$ cat config.mk
export PLATFORM = sky130hd
export DESIGN_NAME = sevenseg_mux_driver
export DESIGN_NICKNAME = d
export VERILOG_FILES = /design/src/rtl/sevenseg_pkg.sv /design/src/rtl/sevenseg_bin2bcd.sv /design/src/rtl/sevenseg_mux_driver.sv
export SDC_FILE = /design/constraint.sdc
export NUM_CORES = 1
export LEC_CHECK = 0
export CORE_MARGIN = 2
export CORE_UTILIZATION = 60
export DETAILED_ROUTE_END_ITERATION = 8
export PLACE_DENSITY = 0.76
export REMOVE_ABC_BUFFERS = 1
export SYNTH_ARGS = -nofsm -noshare
export SYNTH_HDL_FRONTEND = slang
export SYNTH_SLANG_ARGS = --single-unit
$ cat constraint.sdc
create_clock -name clk -period 2.7 [get_ports clk]
set_input_delay 0.405 -clock clk [delete_from_list [all_inputs] [get_ports clk]]
set_output_delay 0.405 -clock clk [all_outputs]
set_load 0.1 [all_outputs]
$ cat src/rtl/sevenseg_pkg.sv
// Shared constants, FSM encoding and helper functions for the multiplexed seven-segment driver.
// Segment order is {g,f,e,d,c,b,a}, active-low.
package sevenseg_pkg;

    localparam logic [6:0] SEG_0     = 7'h40;
    localparam logic [6:0] SEG_1     = 7'h79;
    localparam logic [6:0] SEG_2     = 7'h24;
    localparam logic [6:0] SEG_3     = 7'h30;
    localparam logic [6:0] SEG_4     = 7'h19;
    localparam logic [6:0] SEG_5     = 7'h12;
    localparam logic [6:0] SEG_6     = 7'h02;
    localparam logic [6:0] SEG_7     = 7'h78;
    localparam logic [6:0] SEG_8     = 7'h00;
    localparam logic [6:0] SEG_9     = 7'h10;
    localparam logic [6:0] SEG_BLANK = 7'h7F;
    localparam logic [6:0] SEG_DASH  = 7'h3F;

    typedef enum logic [1:0] {
        IDLE,
        SHIFT,
        STORE,
        COMMIT
    } state_t;

    // Nibbles needed to hold 2^width-1 in BCD: ceil((width+2)/3).
    function automatic int bcd_nibbles(input int width);
        return (width + 4) / 3;
    endfunction

    function automatic logic [6:0] seg_decode(input logic [3:0] digit);
        logic [6:0] s;
        case (digit)
            4'd0:    s = SEG_0;
            4'd1:    s = SEG_1;
            4'd2:    s = SEG_2;
            4'd3:    s = SEG_3;
            4'd4:    s = SEG_4;
            4'd5:    s = SEG_5;
            4'd6:    s = SEG_6;
            4'd7:    s = SEG_7;
            4'd8:    s = SEG_8;
            4'd9:    s = SEG_9;
            default: s = SEG_BLANK;
        endcase
        return s;
    endfunction

endpackage

$ cat src/rtl/sevenseg_bin2bcd.sv
// One-channel shift-add-3 (double-dabble) binary to BCD converter, CH_W shift cycles per start.
// bcd carries the low DIG_PER_CH digits; ovf flags any nonzero digit above them.
module sevenseg_bin2bcd
    import sevenseg_pkg::*;
#(
    parameter int CH_W       = 8,
    parameter int DIG_PER_CH = 4
) (
    input  logic                    clk,
    input  logic                    rst_n,
    input  logic                    start,
    input  logic [CH_W-1:0]         bin,
    output logic                    busy,
    output logic [4*DIG_PER_CH-1:0] bcd,
    output logic                    ovf
);

    localparam int NIB    = bcd_nibbles(CH_W);
    localparam int BCD_W  = 4 * NIB;
    localparam int SHOW_W = 4 * DIG_PER_CH;
    localparam int CNT_W  = $clog2(CH_W + 1);

    logic [CH_W-1:0]  bin_reg;
    logic [BCD_W-1:0] acc_reg;
    logic [BCD_W-1:0] acc_adj;
    logic [CNT_W-1:0] cnt_reg;
    logic             active_reg;
    logic             last_shift;

    genvar gi;
    generate
        for (gi = 0; gi < NIB; gi++) begin : g_adj
            assign acc_adj[gi*4 +: 4] = (acc_reg[gi*4 +: 4] >= 4'd5) ?
                                        acc_reg[gi*4 +: 4] + 4'd3 : acc_reg[gi*4 +: 4];
        end
    endgenerate

    assign last_shift = (cnt_reg == CNT_W'(CH_W - 1));

    always_ff @(posedge clk) begin
        if (!rst_n) begin
            bin_reg    <= '0;
            acc_reg    <= '0;
            cnt_reg    <= '0;
            active_reg <= 1'b0;
        end else if (start) begin
            bin_reg    <= bin;
            acc_reg    <= '0;
            cnt_reg    <= '0;
            active_reg <= 1'b1;
        end else if (active_reg) begin
            acc_reg <= {acc_adj[BCD_W-2:0], bin_reg[CH_W-1]};
            bin_reg <= bin_reg << 1;
            cnt_reg <= cnt_reg + 1'b1;
            if (last_shift) begin
                active_reg <= 1'b0;
            end
        end
    end

    // Drops on the final shift cycle so the sequencer moves on without a dead cycle.
    assign busy = active_reg && !last_shift;

    generate
        if (BCD_W > SHOW_W) begin : g_trunc
            assign bcd = acc_reg[SHOW_W-1:0];
            assign ovf = |acc_reg[BCD_W-1:SHOW_W];
        end else begin : g_ext
            assign bcd = SHOW_W'(acc_reg);
            assign ovf = 1'b0;
        end
    endgenerate

endmodule

$ cat src/rtl/sevenseg_mux_driver.sv
// Multiplexed seven-segment driver: sequential BCD conversion of NUM_CH values, atomic commit, digit scan.
// Optional blink support is compiled in with SEVENSEG_BLINK_EN.
module sevenseg_mux_driver
    import sevenseg_pkg::*;
#(
    parameter int NUM_CH     = 2,
    parameter int CH_W       = 8,
    parameter int DIG_PER_CH = 4,
    parameter int REFRESH_W  = 17
) (
    input  logic                         clk,
    input  logic                         rst_n,
    input  logic                         load,
    input  logic [NUM_CH*CH_W-1:0]       values,
`ifdef SEVENSEG_BLINK_EN
    input  logic [NUM_CH-1:0]            blink,
`endif
    output logic                         busy,
    output logic                         done,
    output logic [6:0]                   seg,
    output logic [NUM_CH*DIG_PER_CH-1:0] an
);

    localparam int NUM_DIG  = NUM_CH * DIG_PER_CH;
    localparam int DIG_W    = 4 * DIG_PER_CH;
    localparam int IDX_W    = (NUM_DIG > 1) ? $clog2(NUM_DIG) : 1;
    localparam int CH_IDX_W = (NUM_CH > 1) ? $clog2(NUM_CH) : 1;

    state_t                state_reg, state_next;
    logic [CH_IDX_W-1:0]   ch_reg;
    logic [CH_IDX_W-1:0]   ch_inc;
    logic [CH_W-1:0]       shadow_reg  [NUM_CH];
    logic [DIG_W-1:0]      staging_reg [NUM_CH];
    logic [DIG_W-1:0]      disp_reg    [NUM_CH];
    logic [NUM_CH-1:0]     stg_ovf_reg;
    logic [NUM_CH-1:0]     disp_ovf_reg;

    logic                  conv_start;
    logic [CH_W-1:0]       conv_bin;
    logic                  conv_busy;
    logic [DIG_W-1:0]      conv_bcd;
    logic                  conv_ovf;

    logic [REFRESH_W-1:0]  refresh_reg;
    logic [IDX_W-1:0]      idx_reg;
    logic [NUM_DIG-1:0]    an_reg;
    logic [6:0]            seg_reg;
    logic [6:0]            digit_seg [NUM_DIG];

    assign ch_inc = ch_reg + 1'b1;

    sevenseg_bin2bcd #(
        .CH_W       (CH_W),
        .DIG_PER_CH (DIG_PER_CH)
    ) u_bin2bcd (
        .clk   (clk),
        .rst_n (rst_n),
        .start (conv_start),
        .bin   (conv_bin),
        .busy  (conv_busy),
        .bcd   (conv_bcd),
        .ovf   (conv_ovf)
    );

    always_ff @(posedge clk) begin
        if (!rst_n) begin
            state_reg <= IDLE;
        end else begin
            state_reg <= state_next;
        end
    end

    // The converter is kicked from IDLE (channel 0, straight from the inputs) and from STORE (next channel).
    always_comb begin
        state_next = state_reg;
        conv_start = 1'b0;
        conv_bin   = values[CH_W-1:0];
        case (state_reg)
            IDLE: begin
                if (load) begin
                    conv_start = 1'b1;
                    state_next = SHIFT;
                end
            end
            SHIFT: begin
                if (!conv_busy) begin
                    state_next = STORE;
                end
            end
            STORE: begin
                if (ch_reg == CH_IDX_W'(NUM_CH - 1)) begin
                    state_next = COMMIT;
                end else begin
                    conv_start = 1'b1;
                    conv_bin   = shadow_reg[ch_inc];
                    state_next = SHIFT;
                end
            end
            COMMIT: state_next = IDLE;
            default: state_next = IDLE;
        endcase
    end

    always_ff @(posedge clk) begin
        if (!rst_n) begin
            ch_reg       <= '0;
            stg_ovf_reg  <= '0;
            disp_ovf_reg <= '0;
            for (int i = 0; i < NUM_CH; i++) begin
                shadow_reg[i]  <= '0;
                staging_reg[i] <= '0;
                disp_reg[i]    <= '0;
            end
        end else begin
            case (state_reg)
                IDLE: begin
                    if (load) begin
                        ch_reg <= '0;
                        for (int i = 0; i < NUM_CH; i++) begin
                            shadow_reg[i] <= values[i*CH_W +: CH_W];
                        end
                    end
                end
                STORE: begin
                    staging_reg[ch_reg] <= conv_bcd;
                    stg_ovf_reg[ch_reg] <= conv_ovf;
                    ch_reg              <= ch_inc;
                end
                COMMIT: begin
                    disp_ovf_reg <= stg_ovf_reg;
                    for (int i = 0; i < NUM_CH; i++) begin
                        disp_reg[i] <= staging_reg[i];
                    end
                end
                default: ;
            endcase
        end
    end

    assign busy = (state_reg != IDLE);
    assign done = (state_reg == COMMIT);

`ifdef SEVENSEG_BLINK_EN
    logic [23:0] blink_cnt_reg;

    always_ff @(posedge clk) begin
        if (!rst_n) begin
            blink_cnt_reg <= '0;
        end else begin
            blink_cnt_reg <= blink_cnt_reg + 1'b1;
        end
    end
`endif

    genvar gi;
    generate
        for (gi = 0; gi < NUM_DIG; gi++) begin : g_digit
            localparam int C = gi / DIG_PER_CH;
            localparam int P = gi % DIG_PER_CH;
            logic [3:0] nib;
            logic       upper_zero;
            logic       blink_off;

            assign nib        = disp_reg[C][P*4 +: 4];
            assign upper_zero = (disp_reg[C][DIG_W-1:P*4] == '0);
`ifdef SEVENSEG_BLINK_EN
            assign blink_off  = blink[C] && !blink_cnt_reg[23];
`else
            assign blink_off  = 1'b0;
`endif

            always_comb begin
                digit_seg[gi] = seg_decode(nib);
                if (blink_off) begin
                    digit_seg[gi] = SEG_BLANK;
                end else if (disp_ovf_reg[C]) begin
                    digit_seg[gi] = SEG_DASH;
                end else if ((P != 0) && upper_zero) begin
                    digit_seg[gi] = SEG_BLANK;
                end
            end
        end
    endgenerate

    // an and seg are both registered from idx_reg so they always switch together.
    always_ff @(posedge clk) begin
        if (!rst_n) begin
            refresh_reg <= '0;
            idx_reg     <= '0;
            an_reg      <= '1;
            seg_reg     <= SEG_BLANK;
        end else begin
            refresh_reg <= refresh_reg + 1'b1;
            if (refresh_reg == '1) begin
                idx_reg <= (idx_reg == IDX_W'(NUM_DIG - 1)) ? '0 : idx_reg + 1'b1;
            end
            an_reg  <= ~(NUM_DIG'(1) << idx_reg);
            seg_reg <= digit_seg[idx_reg];
        end
    end

    assign an  = an_reg;
    assign seg = seg_reg;

endmodule

Word-level counts from Yosys, hierarchy flattened
Memories as Yosys holds them, arrays and structs flattened.
Cells that the tools add are included.
- bits in registers: 71
- memory bits (writable): 80
- memory bits (read-only): 896
- input port bits: 19
- output and inout bits: 17
- logic and storage cells: 130
- memories kept: 11
- memories (memory ; depth ; width ; rd ports ; clocked after Yosys merged registers in ; write ports ; RTL line ; RTL):
    (name not given) ; 16 ; 7 ; 1 ; 0 ; 0 ; sevenseg_pkg.sv:32 ; case (digit)
    (name not given) ; 16 ; 7 ; 1 ; 0 ; 0 ; sevenseg_pkg.sv:32 ;
    (name not given) ; 16 ; 7 ; 1 ; 0 ; 0 ; sevenseg_pkg.sv:32 ;
    (name not given) ; 16 ; 7 ; 1 ; 0 ; 0 ; sevenseg_pkg.sv:32 ;
    (name not given) ; 16 ; 7 ; 1 ; 0 ; 0 ; sevenseg_pkg.sv:32 ;
    (name not given) ; 16 ; 7 ; 1 ; 0 ; 0 ; sevenseg_pkg.sv:32 ;
    5 more memories ; -- ; -- ; -- ; -- ; -- ; -- ;
- add/subtract/negate cells: 8
- magnitude comparators: 7
- equal/unequal tests: 8
- shift-type cells: 1
- mux-type cells: 57
- bitwise logic cells: 9
- reductions and logical operators: 17
- operator list (cell ; number):
    $mux W7 ; 16
    $mux W16 ; 3
    $mux W8 ; 6
    $logic_not A12 Y1 ; 2
    $bmux W7 S3 ; 1
    $mux W1 ; 19
    $add A17 B1 Y17 const B ; 1
    $eq A17 B17 Y1 const B ; 1
    $ge A4 B3 Y1 const B ; 4
    $logic_not A8 Y1 ; 2
    $reduce_or A16 Y1 ; 1
    $add A4 B2 Y4 const B ; 3
    $mux W4 ; 3
    $logic_not A4 Y1 ; 2
    $not A8 Y8 ; 1
    $pmux W2 S4 ; 1
    $shl A1 B3 Y8 const A ; 1
    $mux W2 ; 3
    $mux W3 ; 2
    $reduce_bool A2 Y1 ; 3
    $add A4 B1 Y4 const B ; 1
    $eq A2 B2 Y1 const B ; 2
    $eq A4 B3 Y1 const B ; 1
    $ge A4 B4 Y1 const B ; 1
    20 further kinds ; 27

Depth between registers and ports, before layout
An unclocked memory read counts as a cell.
- depth after elaboration: 7
- mapped depth: 9
- mapped depth without buffers: 9

Modules after synthesis
Synthesis repeated with hierarchy kept, for this count alone.
- cells, all modules: 829
- area total of the unflattened synthesis: 8104.0 µm²
- by module, submodules not included (module ; times used ; cells an instance ; area an instance (µm²) ; sequential area each (µm²)):
    sevenseg_mux_driver ; 1 ; 636 ; 6438.7 ; 3002.9
    sevenseg_bin2bcd ; 1 ; 193 ; 1665.3 ; 580.6

Worst setup path before layout
No wires, ideal clock.
- path kind: reg-to-reg
- start point: memory disp_reg[0][13] in the netlist's numbering
- end point: register seg_reg[1] (netlist: seg[1])
- setup time: 0.086 ns
- data arrival time: 1.992 ns
- data required time: 2.614 ns
- setup slack: 0.621 ns
- stages on the path, launching flop included: 8
- buffers on the path: 0
- clock period less this slack: 2.079 ns
- cells stage by stage: edfxtp_1 inv_1 ha_1 or4b_4 o211ai_4 o221a_2 o22ai_1 a221oi_2
- RTL lines (element ; RTL line ; RTL):
    start: declaration ; sevenseg_mux_driver.sv:34 ; logic [DIG_W-1:0] disp_reg [NUM_CH];
    end signal: assignment ; sevenseg_mux_driver.sv:198 ; seg_reg <= digit_seg[idx_reg];
    end: declaration ; sevenseg_mux_driver.sv:47 ; logic [6:0] seg_reg;

==> reports/qor.txt <==
status: complete, no violations
Reg clk slew, reported paths: 0.06 ns
r2r worst-path depth: 7
largest family of logic cells by synthesized area: simple AND/OR/NAND/NOR gates
Ant. Diodes: 0
filler instances: 941
Worst Tran Pin Value: 0.762 ns
multiplexer share of the synthesized area: 0.0180
HP Class: flip-flop to flip-flop
Max Fclk: 424 MHz
DR iter-0 viols: 515
detailed-route via count: 5,946
peak supply drop: 0.570 mV
critical path capture point type: flip-flop
Antenna Violating Nets Remaining: 0
Remaining DRCs: 0
Slew Limit Fails: 0
register area share after synthesis: 0.457
# IOs: 36
Max Cap Violations: 0
total setup buffers inserted after CTS: 0
first-pass GRT wire length: 28,200 um
pin count of the biggest net entering global routing: 38
Final Setup Violations: 0
Sink Count: 143
clock latency on the worst-skew pair: 0.42 ns
reg-to-reg setup timing slack: 0.34 ns
die height: 118 um
num rows: 41
Critical Setup Path Class: flip-flop to flip-flop
Post-CTS Hold Buffers: 0
Initial Utilization: 0.619
RSZ-0062 raised after global routing: no
ys flop type: edfxtp_1
Leak Pwr: 3.42 nW
RD Place Congestion: 0.920
Die Width: 118 um
Post-Synthesis Cell Area: 7840 um2
drt wl/cell: 16.7 um
Post-Syn Instances: 810
core area: 12,700 um2
Post-Synth Adder-Cell Area: 0.0910
IO Port Bufs: 35
crit path DAT: 2.71 ns
Hold Path Cell Cnt: 2
drt pass-1 iters: 8
Clock Skews: 0.00886 ns
CP Launch Type: flip-flop
post-synthesis compound-gate area fraction: 0.148
drt total wl: 17,000 um
Post-synth ARST share: 0
Post-CTS Resized: 0
final worst path period share: 0.874
Yosys warnings: 0
CTS buffer count: 17
power density over cell area: 602 nW/um2
Congestion Overflow GR: 0
final hold vios: 0
vias in the first global route: 5,631
initial antenna violation count: 0
Hold Worst Slack: 0.452 ns
Final HPWL DP: 12,300 um
H-tree depth: 4
Worst slew margin: 0.479
Setup TNS Final: 0 ns
fin nets: 908
xor-xnor portion of the synthesized cell area: 0.0268
number of synthesized flops with an enable pin: 72
die area: 14,000 um2
Avg Cell Area, Syn: 9.68 um2
clk root buf: clkbuf_16
post-layout min period: 2.36 ns
Simple-Gate Fraction of Synth Area: 0.210
maximum root-to-sink buffer count: 2
Max FO, Critical Path: 7
critical path required time: 3.05 ns
FF+latch count, synth: 143
share of cells above drive strength 1: 0.0923
Synth cell types: 69
via-per-instance ratio: 5.85
CTS tree: done
gr usage total: 0.251
Layout area overhead: 13.1%
-- metrics by stage --
| stage | utilization | setup WS (ns) | instances | total power [mW] | cell area, um2 |
|---|---|---|---|---|---|
| final | 0.700 | 0.341 | 1017 | 5.33 | 8870 |
| after global routing | 0.700 | 0.150 | 1017 | 5.51 | 8870 |
| after CTS | 0.700 | 0.365 | 1017 | 5.35 | 8870 |
| after detailed placement | 0.652 | 0.381 | 985 | 2.96 | 8260 |
| after global placement | 0.652 | 0.412 | 985 | 2.95 | 8260 |
| after floorplan | - | 0.599 | 762 | 2.80 | 7600 |
-- routing by layer --
layer	global-route usage	part of all wire
met2	0.415	0.49
met1	0.334	0.45
met4	0.0911	0.017
met3	0.0401	0.044
met5	0	0
-- critical path, cell delays in order, from the launching register on --
cell and delay (ns):
edfxtp_1 0.49, inv_1 0.15, ha_1 0.26, or4b_4 0.55
o21ai_0 0.18, a211oi_1 0.07, o31ai_1 0.41, a2bb2oi_1 0.19
-- worst paths after layout --
| path | startpoint | endpoint |
|---|---|---|
| worst max-delay path | disp_reg[0][13] | seg[4] |
| worst min-delay path | stg_ovf_reg[0] | disp_ovf_reg[0] |
| worst max register to register | disp_reg[0][13] | seg[4] |
| worst min register to register | stg_ovf_reg[0] | disp_ovf_reg[0] |
-- synthesized netlist by cell type, drive strengths merged, types with 5 or more instances --
| master | n | area (um2) |
|---|---|---|
| edfxtp | 72 | 2160 |
| dfxtp | 71 | 1420 |
| nor2 | 64 | 243 |
| ha | 57 | 713 |
| nand2 | 53 | 199 |
| a21oi | 48 | 240 |
| and2 | 46 | 288 |
| clkbuf | 44 | 215 |
| o21ai | 43 | 215 |
| inv | 37 | 139 |
| nor3 | 31 | 155 |
| and3 | 20 | 125 |
| nand3 | 19 | 95.1 |
| nand2b | 16 | 100 |
| nor2b | 14 | 87.6 |
| xnor2 | 14 | 123 |
| mux2i | 13 | 130 |
| o211ai | 13 | 111 |
| a211oi | 11 | 82.6 |
| nand3b | 11 | 86.3 |
| xor2 | 10 | 87.6 |
| a21o | 7 | 52.6 |
| or3 | 7 | 43.8 |
| a22oi | 6 | 45.0 |
| a31oi | 6 | 37.5 |
| nand4 | 6 | 37.5 |
| nor3b | 6 | 45.0 |
| o221ai | 5 | 43.8 |
-- area by class of cell --
type | instances | area [um2] | share of cell area
inverter | 38 | 143 | 0.0161
timing repair buffer | 51 | 440 | 0.0497
clock inverter | 14 | 184 | 0.0207
clock buffer | 18 | 429 | 0.0484
tap | 172 | 215 | 0.0243
sequential | 143 | 3580 | 0.404
multi-input combinational | 581 | 3870 | 0.437
-- power by group --
group / total, mW / leakage (nW) / internal, mW / switching, mW
logic: 0.478 / 1.80 / 0.178 / 0.300
clock network: 2.41 / 0.286 / 1.47 / 0.940
registers: 2.45 / 1.33 / 2.37 / 0.0814
total: 5.33 / 3.42 / 4.01 / 1.32
-- cell families (layout without fill, tap and decap cells) --
logic type,after synthesis,after routing
flops,143,143
buf+inv,86,121
fa+ha+maj,57,57
compound gates,177,177
xor+xnor,24,24
mux,14,14
simple gates,309,309
-- placed cells by master, fill, tap and decap left out, types with 19 or more instances in the layout --
cell / n
edfxtp_1: 72
nor3_1: 31
ha_1: 57
nor2_1: 63
nand2_1: 53
and2_1: 46
inv_1: 37
nand3_1: 19
a21oi_1: 48
buf_4: 32
o21ai_0: 43
dfxtp_1: 71
and3_1: 20
No activity file was read; power rests on OpenSTA's default activity.
